## src/rtl/core_ex_pkg.sv

```systemverilog
// Shared EX-stage types: controller state encoding and FU slot indices.
package core_ex_pkg;

    typedef enum logic [2:0] {
        S_IDLE  = 3'd0,
        S_ISSUE = 3'd1,
        S_WAIT  = 3'd2,
        S_DONE  = 3'd3,
        S_DRAIN = 3'd4
    } ex_state_e;

    localparam int FU_ALU = 0;
    localparam int FU_LSU = 1;
    localparam int FU_MDU = 2;

endpackage

```

## src/rtl/core_ex_rsp_mux.sv

```systemverilog
// One-hot select of the per-FU response strobes and data slices.
module core_ex_rsp_mux #(
    parameter int XLEN = 32,
    parameter int N_FU = 3
) (
    input  logic [N_FU-1:0]      sel_i,
    input  logic [N_FU-1:0]      rsp_valid_i,
    input  logic [N_FU*XLEN-1:0] rsp_data_i,
    output logic                 valid_o,
    output logic [XLEN-1:0]      data_o
);

    assign valid_o = |(sel_i & rsp_valid_i);

    always_comb begin
        data_o = '0;
        for (int k = 0; k < N_FU; k++) begin
            if (sel_i[k]) data_o = data_o | rsp_data_i[k*XLEN +: XLEN];
        end
    end

endmodule

```

## src/rtl/core_ex_pipe_ctrl.sv

```systemverilog
// EX-stage controller: issue to one FU, collect result, writeback, redirect.
// Define CORE_EX_FWD_EN to drive the forwarding outputs; otherwise tied 0.
module core_ex_pipe_ctrl
    import core_ex_pkg::*;
#(
    parameter int XLEN    = 32,
    parameter int PC_W    = 32,
    parameter int RFIDX_W = 5,
    parameter int N_FU    = 3
) (
    input  logic                 clk,
    input  logic                 rst_n,
    input  logic                 valid_in,
    output logic                 ready_in,
    input  logic [PC_W-1:0]      i_pc,
    input  logic                 i_rd_wen,
    input  logic [RFIDX_W-1:0]   i_rd_idx,
    input  logic [N_FU-1:0]      i_fu_sel,
    input  logic                 i_pred_taken,
    output logic [N_FU-1:0]      fu_req_valid,
    input  logic [N_FU-1:0]      fu_req_ready,
    input  logic [N_FU-1:0]      fu_rsp_valid,
    input  logic [N_FU*XLEN-1:0] fu_rsp_data,
    input  logic                 fu_bj_taken,
    input  logic [PC_W-1:0]      fu_bj_pc,
    input  logic                 i_kill,
    output logic                 valid_out,
    input  logic                 ready_out,
    output logic                 o_rd_wen,
    output logic [RFIDX_W-1:0]   o_rd_idx,
    output logic [XLEN-1:0]      o_wb_data,
    output logic                 flush_req,
    output logic [PC_W-1:0]      flush_pc,
    output logic                 fwd_pending,
    output logic                 fwd_valid,
    output logic [RFIDX_W-1:0]   fwd_rd_idx,
    output logic [XLEN-1:0]      fwd_data
);

    ex_state_e state_q, state_d;

    logic [PC_W-1:0]    pc_q;
    logic               rd_wen_q;
    logic [RFIDX_W-1:0] rd_idx_q;
    logic [N_FU-1:0]    fu_sel_q;
    logic               pred_q;
    logic [XLEN-1:0]    wb_q;
    logic               flush_q;
    logic [PC_W-1:0]    flush_pc_q;

    logic            accept;
    logic            in_onehot;
    logic            req_fire;
    logic            rsp_hit;
    logic            rsp_take;
    logic [XLEN-1:0] rsp_data;

    core_ex_rsp_mux #(
        .XLEN (XLEN),
        .N_FU (N_FU)
    ) u_rsp_mux (
        .sel_i       (fu_sel_q),
        .rsp_valid_i (fu_rsp_valid),
        .rsp_data_i  (fu_rsp_data),
        .valid_o     (rsp_hit),
        .data_o      (rsp_data)
    );

    assign accept    = valid_in & ready_in;
    assign in_onehot = (i_fu_sel != '0) &&
                       ((i_fu_sel & (i_fu_sel - N_FU'(1))) == '0);
    assign req_fire  = |(fu_sel_q & fu_req_ready);
    assign rsp_take  = ~i_kill & rsp_hit &
                       (((state_q == S_ISSUE) & req_fire) | (state_q == S_WAIT));

    always_ff @(posedge clk or negedge rst_n) begin
        if (!rst_n) state_q <= S_IDLE;
        else        state_q <= state_d;
    end

    always_comb begin
        state_d = state_q;
        unique case (state_q)
            S_IDLE: begin
                if (accept) state_d = in_onehot ? S_ISSUE : S_DONE;
            end
            S_ISSUE: begin
                if (i_kill)        state_d = S_IDLE;
                else if (req_fire) state_d = rsp_hit ? S_DONE : S_WAIT;
            end
            S_WAIT: begin
                // A kill coinciding with the response has nothing left to drain
                if (i_kill)       state_d = rsp_hit ? S_IDLE : S_DRAIN;
                else if (rsp_hit) state_d = S_DONE;
            end
            S_DONE: begin
                if (i_kill)         state_d = S_IDLE;
                else if (accept)    state_d = in_onehot ? S_ISSUE : S_DONE;
                else if (ready_out) state_d = S_IDLE;
            end
            S_DRAIN: begin
                if (rsp_hit) state_d = S_IDLE;
            end
            default: state_d = S_IDLE;
        endcase
    end

    always_comb begin
        ready_in     = (state_q == S_IDLE) |
                       ((state_q == S_DONE) & ready_out & ~i_kill);
        valid_out    = (state_q == S_DONE) & ~i_kill;
        fu_req_valid = (state_q == S_ISSUE) ? fu_sel_q : '0;
        flush_req    = flush_q & (state_q == S_DONE) & ~i_kill;
    end

    always_ff @(posedge clk or negedge rst_n) begin
        if (!rst_n) begin
            pc_q       <= '0;
            rd_wen_q   <= 1'b0;
            rd_idx_q   <= '0;
            fu_sel_q   <= '0;
            pred_q     <= 1'b0;
            wb_q       <= '0;
            flush_q    <= 1'b0;
            flush_pc_q <= '0;
        end else begin
            flush_q <= 1'b0;
            if (accept) begin
                pc_q     <= i_pc;
                rd_wen_q <= i_rd_wen & in_onehot;
                rd_idx_q <= i_rd_idx;
                fu_sel_q <= i_fu_sel;
                pred_q   <= i_pred_taken;
                wb_q     <= '0;
            end
            if (rsp_take) begin
                wb_q       <= rsp_data;
                flush_q    <= fu_bj_taken != pred_q;
                flush_pc_q <= fu_bj_taken ? fu_bj_pc : pc_q + PC_W'(4);
            end
        end
    end

    assign o_rd_wen  = rd_wen_q;
    assign o_rd_idx  = rd_idx_q;
    assign o_wb_data = wb_q;
    assign flush_pc  = flush_pc_q;

`ifdef CORE_EX_FWD_EN
    logic rd_live;
    assign rd_live     = rd_wen_q & (rd_idx_q != '0);
    assign fwd_pending = rd_live & ((state_q == S_ISSUE) | (state_q == S_WAIT));
    assign fwd_valid   = rd_live & (state_q == S_DONE);
    assign fwd_rd_idx  = rd_idx_q;
    assign fwd_data    = wb_q;
`else
    assign fwd_pending = 1'b0;
    assign fwd_valid   = 1'b0;
    assign fwd_rd_idx  = '0;
    assign fwd_data    = '0;
`endif

endmodule

```

## config.mk

```make
export PLATFORM = sky130hd
export DESIGN_NAME = core_ex_pipe_ctrl
export DESIGN_NICKNAME = d
export VERILOG_FILES = /design/src/rtl/core_ex_pkg.sv /design/src/rtl/core_ex_rsp_mux.sv /design/src/rtl/core_ex_pipe_ctrl.sv
export SDC_FILE = /design/constraint.sdc
export NUM_CORES = 1
export LEC_CHECK = 0
export ABC_AREA = 1
export BUFFER_PORTS_ARGS = -buffer_cell sky130_fd_sc_hd__buf_2
export CELL_PAD_IN_SITES_DETAIL_PLACEMENT = 0
export CELL_PAD_IN_SITES_GLOBAL_PLACEMENT = 1
export CORE_ASPECT_RATIO = 1.25
export CORE_UTILIZATION = 34
export DETAILED_ROUTE_END_ITERATION = 10
export HOLD_SLACK_MARGIN = 0.02
export PLACE_DENSITY = 0.86
export SYNTH_ARGS = -nofsm -noshare
export SYNTH_HDL_FRONTEND = slang
export SYNTH_SLANG_ARGS = --single-unit
```

## constraint.sdc

```tcl
create_clock -name clk -period 2.9 [get_ports clk]
set_clock_uncertainty 0.15 [all_clocks]
set_input_delay 0.58 -clock clk [delete_from_list [all_inputs] [get_ports clk]]
set_output_delay 0.58 -clock clk [all_outputs]
set_load 0.02 [all_outputs]
```

==> results of run 1 <==
-- cell families after synthesis --
logic type	count (synthesis)	synth area share (%)
simple gates	634	40.0
fa+ha+maj	1	0.197
flops	110	43.4
buf+inv	123	10.4
xor+xnor	11	1.52
other cells	1	0.0591
compound gates	53	4.41
-- cells in the mapped netlist --
master / n
o21ai_1: 4
ha_1: 1
or2_0: 1
a31oi_1: 6
nor2_1: 86
nand2_2: 3
o211ai_1: 3
nor3_2: 2
nor3_4: 1
nand2_1: 456
inv_2: 6
nand4_1: 4
xnor2_1: 5
dfrtp_1: 110
conb_1: 1
or2_2: 3
nand3b_1: 4
nand3_1: 73
and2_1: 1
buf_6: 1
inv_4: 1
xor2_1: 6
clkbuf_1: 20
buf_2: 11
buf_4: 47
o21ai_0: 29
a21oi_1: 11
inv_1: 37
-- layout make-up --
| cell class | instances | share of cell area [%] |
|---|---|---|
| multi-input cells | 738 | 38.3 |
| flip-flops and latches | 110 | 34.2 |
| repair buffers | 268 | 17.5 |
| well taps | 228 | 3.55 |
| clock buffers | 9 | 2.80 |
| inverters | 44 | 2.08 |
| clock inverters | 7 | 1.49 |
| diodes | 2 | 0.0622 |
-- registers in the layout, summed over array words and instances, names as in the netlist --
| name | count |
|---|---|
| o_wb_data | 32 |
| pc_q | 32 |
| flush_pc | 32 |
| state_q | 3 |
| o_rd_idx | 5 |
| fu_sel_q | 3 |
| o_rd_wen | 1 |
| flush_q | 1 |
| pred_q | 1 |
-- where the power goes --
| part | internal, µW | switching, µW | total (µW) |
|---|---|---|---|
| combinational | 1100 | 2320 | 3420 |
| sequential | 2170 | 528 | 2700 |
| clock | 848 | 587 | 1430 |
| total | 4120 | 3440 | 7550 |
-- worst max-delay path, delay by kind of cell, from the launching register on --
| family | cells | cell delay [ns] |
|---|---|---|
| buffers and inverters | 2 | 0.30 |
| DFF | 1 | 0.47 |
| and+or+nand+nor | 2 | 0.36 |
-- worst paths after layout --
check                                   to  slack (ns)  depth (start not counted)
max                        fu_req_valid[2]        0.67                          4
max reg2reg                    flush_pc[9]        0.89                          8
min reg2reg                   o_wb_data[3]        0.32                          2
min in group clk               o_rd_idx[3]        0.26                          3
max in group asynchronous    o_wb_data[28]        1.82                          2
min                               pc_q[12]        0.03                          1
-- metrics by stage --
stage / hold slack, ns / worst slack (ns) / instances / power [µW] / instance area [µm²]
finish: 0.0316 / 0.672 / 1406 / 7550 / 8040
detailed placement: 0.303 / 0.788 / 1388 / 6170 / 7690
global placement: 0.297 / 0.797 / 1388 / 6140 / 7690
floorplan: 0.134 / 0.999 / 971 / 4980 / 6490
global route: 0.0646 / 0.550 / 1406 / 8170 / 8040
CTS: 0.0470 / 0.667 / 1404 / 7640 / 8040
-- layer usage --
metal	wire length (µm)	global-route usage, %	vias up	share of wire (%)
met5	0	0	-	0
met4	358	6.37	0	1.8
met3	1210	3.67	27	5.9
met2	10400	38.0	237	51
met1	8500	26.0	2941	42
li1	-	-	3295	-
==> impl_metrics.toml, run 1 <==
[timing]
final-max-slew-violation-count = 0
fmaxAchievable_mhz = 449
post-route-period-util_pct = 76.8
max-slew-margin-rel_pct = 63.3
final.setup.tns_ns = 0
report.final.setup_viol = 0
rsz0062_at_grt = "false"
min_period_ns = 2.23
endpoints_failing_hold = 0
tightestPinTransition_ns = 0.549

[placement]
place.port_buffers = 257
place_hpwl_um = 16000
gpl.final_weighted_congestion = 0.910

[synthesis]
synth_top_area_cell = "dfrtp_1"
synth.cell_area_um2 = 6350
syn_inst = 933
yosys_warning_count = 0
ys_ff_latch = 110
ys_types = 28
synth.top_cells.by_area = "dfrtp_1 (43%), nand2_1 (27%), nand3_1 (5.8%)"
syn_area_per_cell_um2 = 6.80
synth_sequential_area_ratio_pct = 43.4
synth.top_cell.area_share_pct = 43.4

[floorplan]
ios = 297
chipWidth_um = 124
start_util_pct = 34.9
dieArea_um2 = 19200
die_h_um = 155
coreArea_um2 = 18200
fp-row-count = 55

[worst_hold_path]
hold_path.class = "primary input to async pin"

[critical_path]
setup.worst_path.start = "state_q[2]"
criticalPathCategory = "register to output port"
crit_path_max_incr_delay_ns = 0.47
worst_path_max_delay_cell = "dfrtp_1"
timing.critical_path.arrival_ns = 1.50
crit-reg2reg-launch = "state_q[2]"
critical_path.startpoint_type = "register"
critical_path.max_fanout = 5
cp_cell_sequence = "nor3_2 -> inv_1 -> nor2_1 -> buf_2"
endpoint_class_of_the_critical_path = "output port"
timing.critical_path.required_ns = 2.17

[route]
route.detailed.vias_per_inst = 4.62
drc = 0
drt-pass1-iter-count = 6
postRouteWirelength_um = 20400
iteration_0_drc_markers = 388
postRouteAntennaNets = 0
drt-wirelength-per-cell_um = 14.5
detailroute.via_count = 6500

[clock_network]
cts.clk_slew.worst_paths_ns = 0.07
cts_root_buffer = "clkbuf_16"
clock_insertion_delay_worst_skew_ns = 0.36
post_cts.resized_instances = 0
quantity_of_hold_fixing_buffers_added_after_cts = 0
cts_tree = "built"
cts.sinks = 110
cts_inserted_buffers = 9
htree_num_levels = 3
clock_path_buffers = 2
cts_setup_buffers = 0

[final_layout]
final_core_utilization_pct = 44.3
multi_input_area_um2 = 3080
seqCellArea_um2 = 2750
drive_gt1_share_pct = 25.5
final_common_cell = "nand2_1"
layout_overhead_on_the_synthesized_area_pct = 26.7
design.final.nets = 1354
filler_cell_count = 1948
layout_common_cells = "nand2_1 (456), buf_2 (256), dfrtp_1 (110), nor2_1 (86), nand3_1 (73)"

[global_route]
first_global_vias = 6037
grt.overflow.total = 0
gr-usage-all-layers_pct = 21.3
grt_antenna_before_repair = 2
global_route_wire_length_before_repair_um = 32000
grt_start_max_net_pins = 56

[power_and_ir_drop]
ir_drop_v = 0.000313
power.leakage_uw = 0.00450
pwr_density_cell_nw_per_um2 = 939

[job]
maxCapViolCount = 0

[outcome]
run_status = "complete, no violations"
Power figures use the tool's default switching activity.
==> run 2: changes to the inputs <==
- ABC_AREA: 1 -> 0
- CORE_UTILIZATION: 34 -> 30
- PLACE_DENSITY: 0.86 -> 0.77
- clock period: 2.9 -> 1.79 ns (I/O delays scaled with it)
==> impl_metrics.toml, run 2 <==
[power_and_ir_drop]
logic_gate_share_of_total_power_pct = 56.1
netSwitchingFraction_pct = 40.6
power.leakage_uw = 0.00435
total_power_uw = 15100
internal_power_uw = 8980
seq_power_share_pct = 29.6
pwr_density_cell_nw_per_um2 = 1660
switching_power_uw = 6130
ir_drop_v = 0.00127
share_clk_of_total_power_pct = 14.3

[floorplan]
coreArea_um2 = 18700
die_h_um = 157
start_util_pct = 30.6
dieArea_um2 = 19700
chipWidth_um = 126
ios = 297
fp-row-count = 56

[synthesis]
ys_top_cells_by_count = "dfrtp_1 (110), nand3_1 (60), o21ai_0 (53), nand2_1 (48), mux2_2 (45)"
yosys_most_used_dff = "dfrtp_1"
syn_area_per_cell_um2 = 10.3
ys_types = 37
synth.top_cells.by_area = "dfrtp_1 (48%), mux2_2 (8.8%), a222oi_1 (5.8%)"
yosys_warning_count = 0
synth.cell_area_um2 = 5730
synthArstFlopShare_pct = 100
synth_top_area_cell = "dfrtp_1"
synth-edff-count = 0
most_used_standard_cell_by_instance_count_after_synthesis = "dfrtp_1"
synth.top_cell.area_share_pct = 48.0
synth_sequential_area_ratio_pct = 48.0
ys_ff_latch = 110
syn_inst = 555

[worst_hold_path]
whs_path_depth = 2
min_delay_worst_endpoint = "pc_q[9]"
hold_path.class = "primary input to register"
min_from = "i_pc[9]"

[critical_path]
crit-reg2reg-launch = "fu_sel_q[0]"
critical_path.max_fanout = 5
endpoint_class_of_the_critical_path = "output port"
rrSetupSlack_ns = -0.15
timing.reg2reg.worst_path_depth = 10
timing.critical_path.arrival_ns = 1.44
critical_path.startpoint_type = "register"
rr_endpoint = "flush_pc[4]"
criticalPathCategory = "register to output port"
timing.critical_path.required_ns = 1.28

[global_route]
grt.overflow.total = 0
global_route_wire_length_before_repair_um = 27100
first_global_vias = 5207
gr-usage-all-layers_pct = 17.6
grt_antenna_before_repair = 0
grt_start_max_net_pins = 67

[placement]
place.port_buffers = 257
post-place-ws_ns = -0.265
place_hpwl_um = 12400
gpl.final_weighted_congestion = 0.833

[timing]
fmaxAchievable_mhz = 513
final-max-slew-violation-count = 0
rsz0062_at_grt = "true"
max-slew-margin-rel_pct = 60.5
report.final.setup_viol = 114
post-route-period-util_pct = 109
min_period_ns = 1.95
tightestPinTransition_ns = 0.593
final.setup.tns_ns = -10.69
worst_slack_ns = -0.159
endpoints_failing_hold = 0

[final_layout]
layout_common_cells = "buf_2 (250), dfrtp_1 (109), buf_4 (50), mux2_2 (44), conb_1 (39)"
diodes = 0
drive_gt1_share_pct = 57.7
final_core_utilization_pct = 48.6
design.final.nets = 1059
layout_overhead_on_the_synthesized_area_pct = 58.5
filler_cell_count = 1786
final_common_cell = "buf_2"

[route]
iteration_0_drc_markers = 371
postRouteWirelength_um = 19300
detailroute.via_count = 5543
route.detailed.vias_per_inst = 4.99
drt-wirelength-per-cell_um = 17.4
drc = 11
postRouteAntennaNets = 0
drt-pass1-iter-count = 8

[clock_network]
cts_tree = "built"
cts_inserted_buffers = 9
cts.clk_slew.worst_paths_ns = 0.07
clock_insertion_delay_worst_skew_ns = 0.35
htree_num_levels = 3
clock_path_buffers = 2
cts.sinks = 110
cts_root_buffer = "clkbuf_16"

[outcome]
failing_checks = "DRC, setup timing"
run_status = "complete, but fails checks"

[job]
maxCapViolCount = 0
[run 2: cell count changes after synthesis, moves of 9 or more]
cell / previous run / this run
mux2i_1: 0 / 9
inv_1: 37 / 3
o21ai_0: 29 / 53
nand2_1: 456 / 48
o211ai_1: 3 / 14
nand3_1: 73 / 60
mux2_2: 0 / 45
nor2_1: 86 / 13
a222oi_1: 0 / 33
xor2_1: 6 / 18
[run 2: worst max-delay path, cell delays in order (launching register included)]
cell and delay, ns:
dfrtp_1 0.43, nand2b_4 0.17, buf_6 0.12, nor2_4 0.11
and2_4 0.16, buf_6 0.11
[run 2: power groups by stage]
stage	combinational, µW	clock, µW	sequential (µW)
6_report	8470	2170	4480
2_1_floorplan	3210	0	5270
3_5_place_dp	6450	0	4380
4_1_cts	7400	2230	4350
3_3_place_gp	6370	0	4360
5_1_grt	9090	2340	4630
[run 2: area by class of cell]
class | instances | area [µm²] | share of cell area [%]
Inverter | 3 | 11.3 | 0.124
Timing Repair Buffer | 351 | 2570 | 28.3
Multi-Input combinational cell | 401 | 3140 | 34.6
Sequential cell | 110 | 2750 | 30.3
Clock buffer | 10 | 239 | 2.63
Clock inverter | 4 | 72.6 | 0.799
Tap cell | 232 | 290 | 3.19
[run 2: per-layer routing]
metal  track usage [%]  wire length [µm]  part of all wire (%)  vias to the layer above
li1                  -                 -                     -                     2615
met1              21.3              7550                    39                     2673
met2              31.5             10300                    53                      236
met3              2.63              1130                   5.9                       19
met4              6.21               327                   1.7                        0
met5                 0                 0                     0                        -
[run 2: timing repair]
item / CTS / global route
cloned: 8 / 15
hold endpoints to repair: 110 / 0
setup buffers: 11 / 6
setup endpoints to repair: 73 / 114
hold buffers: 1 / 0
pin swaps: 12 / 52
gates resized for setup: 76 / 107
[run 2: how the worst max path moves through the flow]
| stage | startpoint | endpoint | slack [ns] | cells after the start |
|---|---|---|---|---|
| 6_report | state_q[1] | fu_req_valid[2] | -0.16 | 5 |
| 5_1_grt | state_q[1] | fu_req_valid[2] | -0.24 | 5 |
| 4_1_cts | state_q[1] | fu_req_valid[0] | -0.19 | 5 |
| 3_5_place_dp | fu_req_ready[0] | flush_pc[19] | -0.27 | 8 |
| 3_3_place_gp | fu_req_ready[0] | flush_pc[11] | -0.25 | 7 |
| 2_1_floorplan | state_q[0] | state_q[1] | -0.13 | 6 |
[run 2: logic make-up after synthesis]
family	count (synthesis)	synth area share (%)
mux	54	10.4
other cells	1	0.0654
flops	110	48.0
simple gates	166	15.0
xor+xnor	30	4.58
compound gates	110	13.4
fa+ha+maj	1	0.218
buf+inv	83	8.27
[run 2: per-stage QoR]
stage,cell area (µm²),cells,hold slack (ns)
2_1_floorplan,6020,593,-0.0876
3_3_place_gp,7620,1061,0.247
3_5_place_dp,7620,1061,0.244
4_1_cts,8480,1095,0.0681
5_1_grt,9090,1111,0.0630
6_report,9090,1111,0.0807
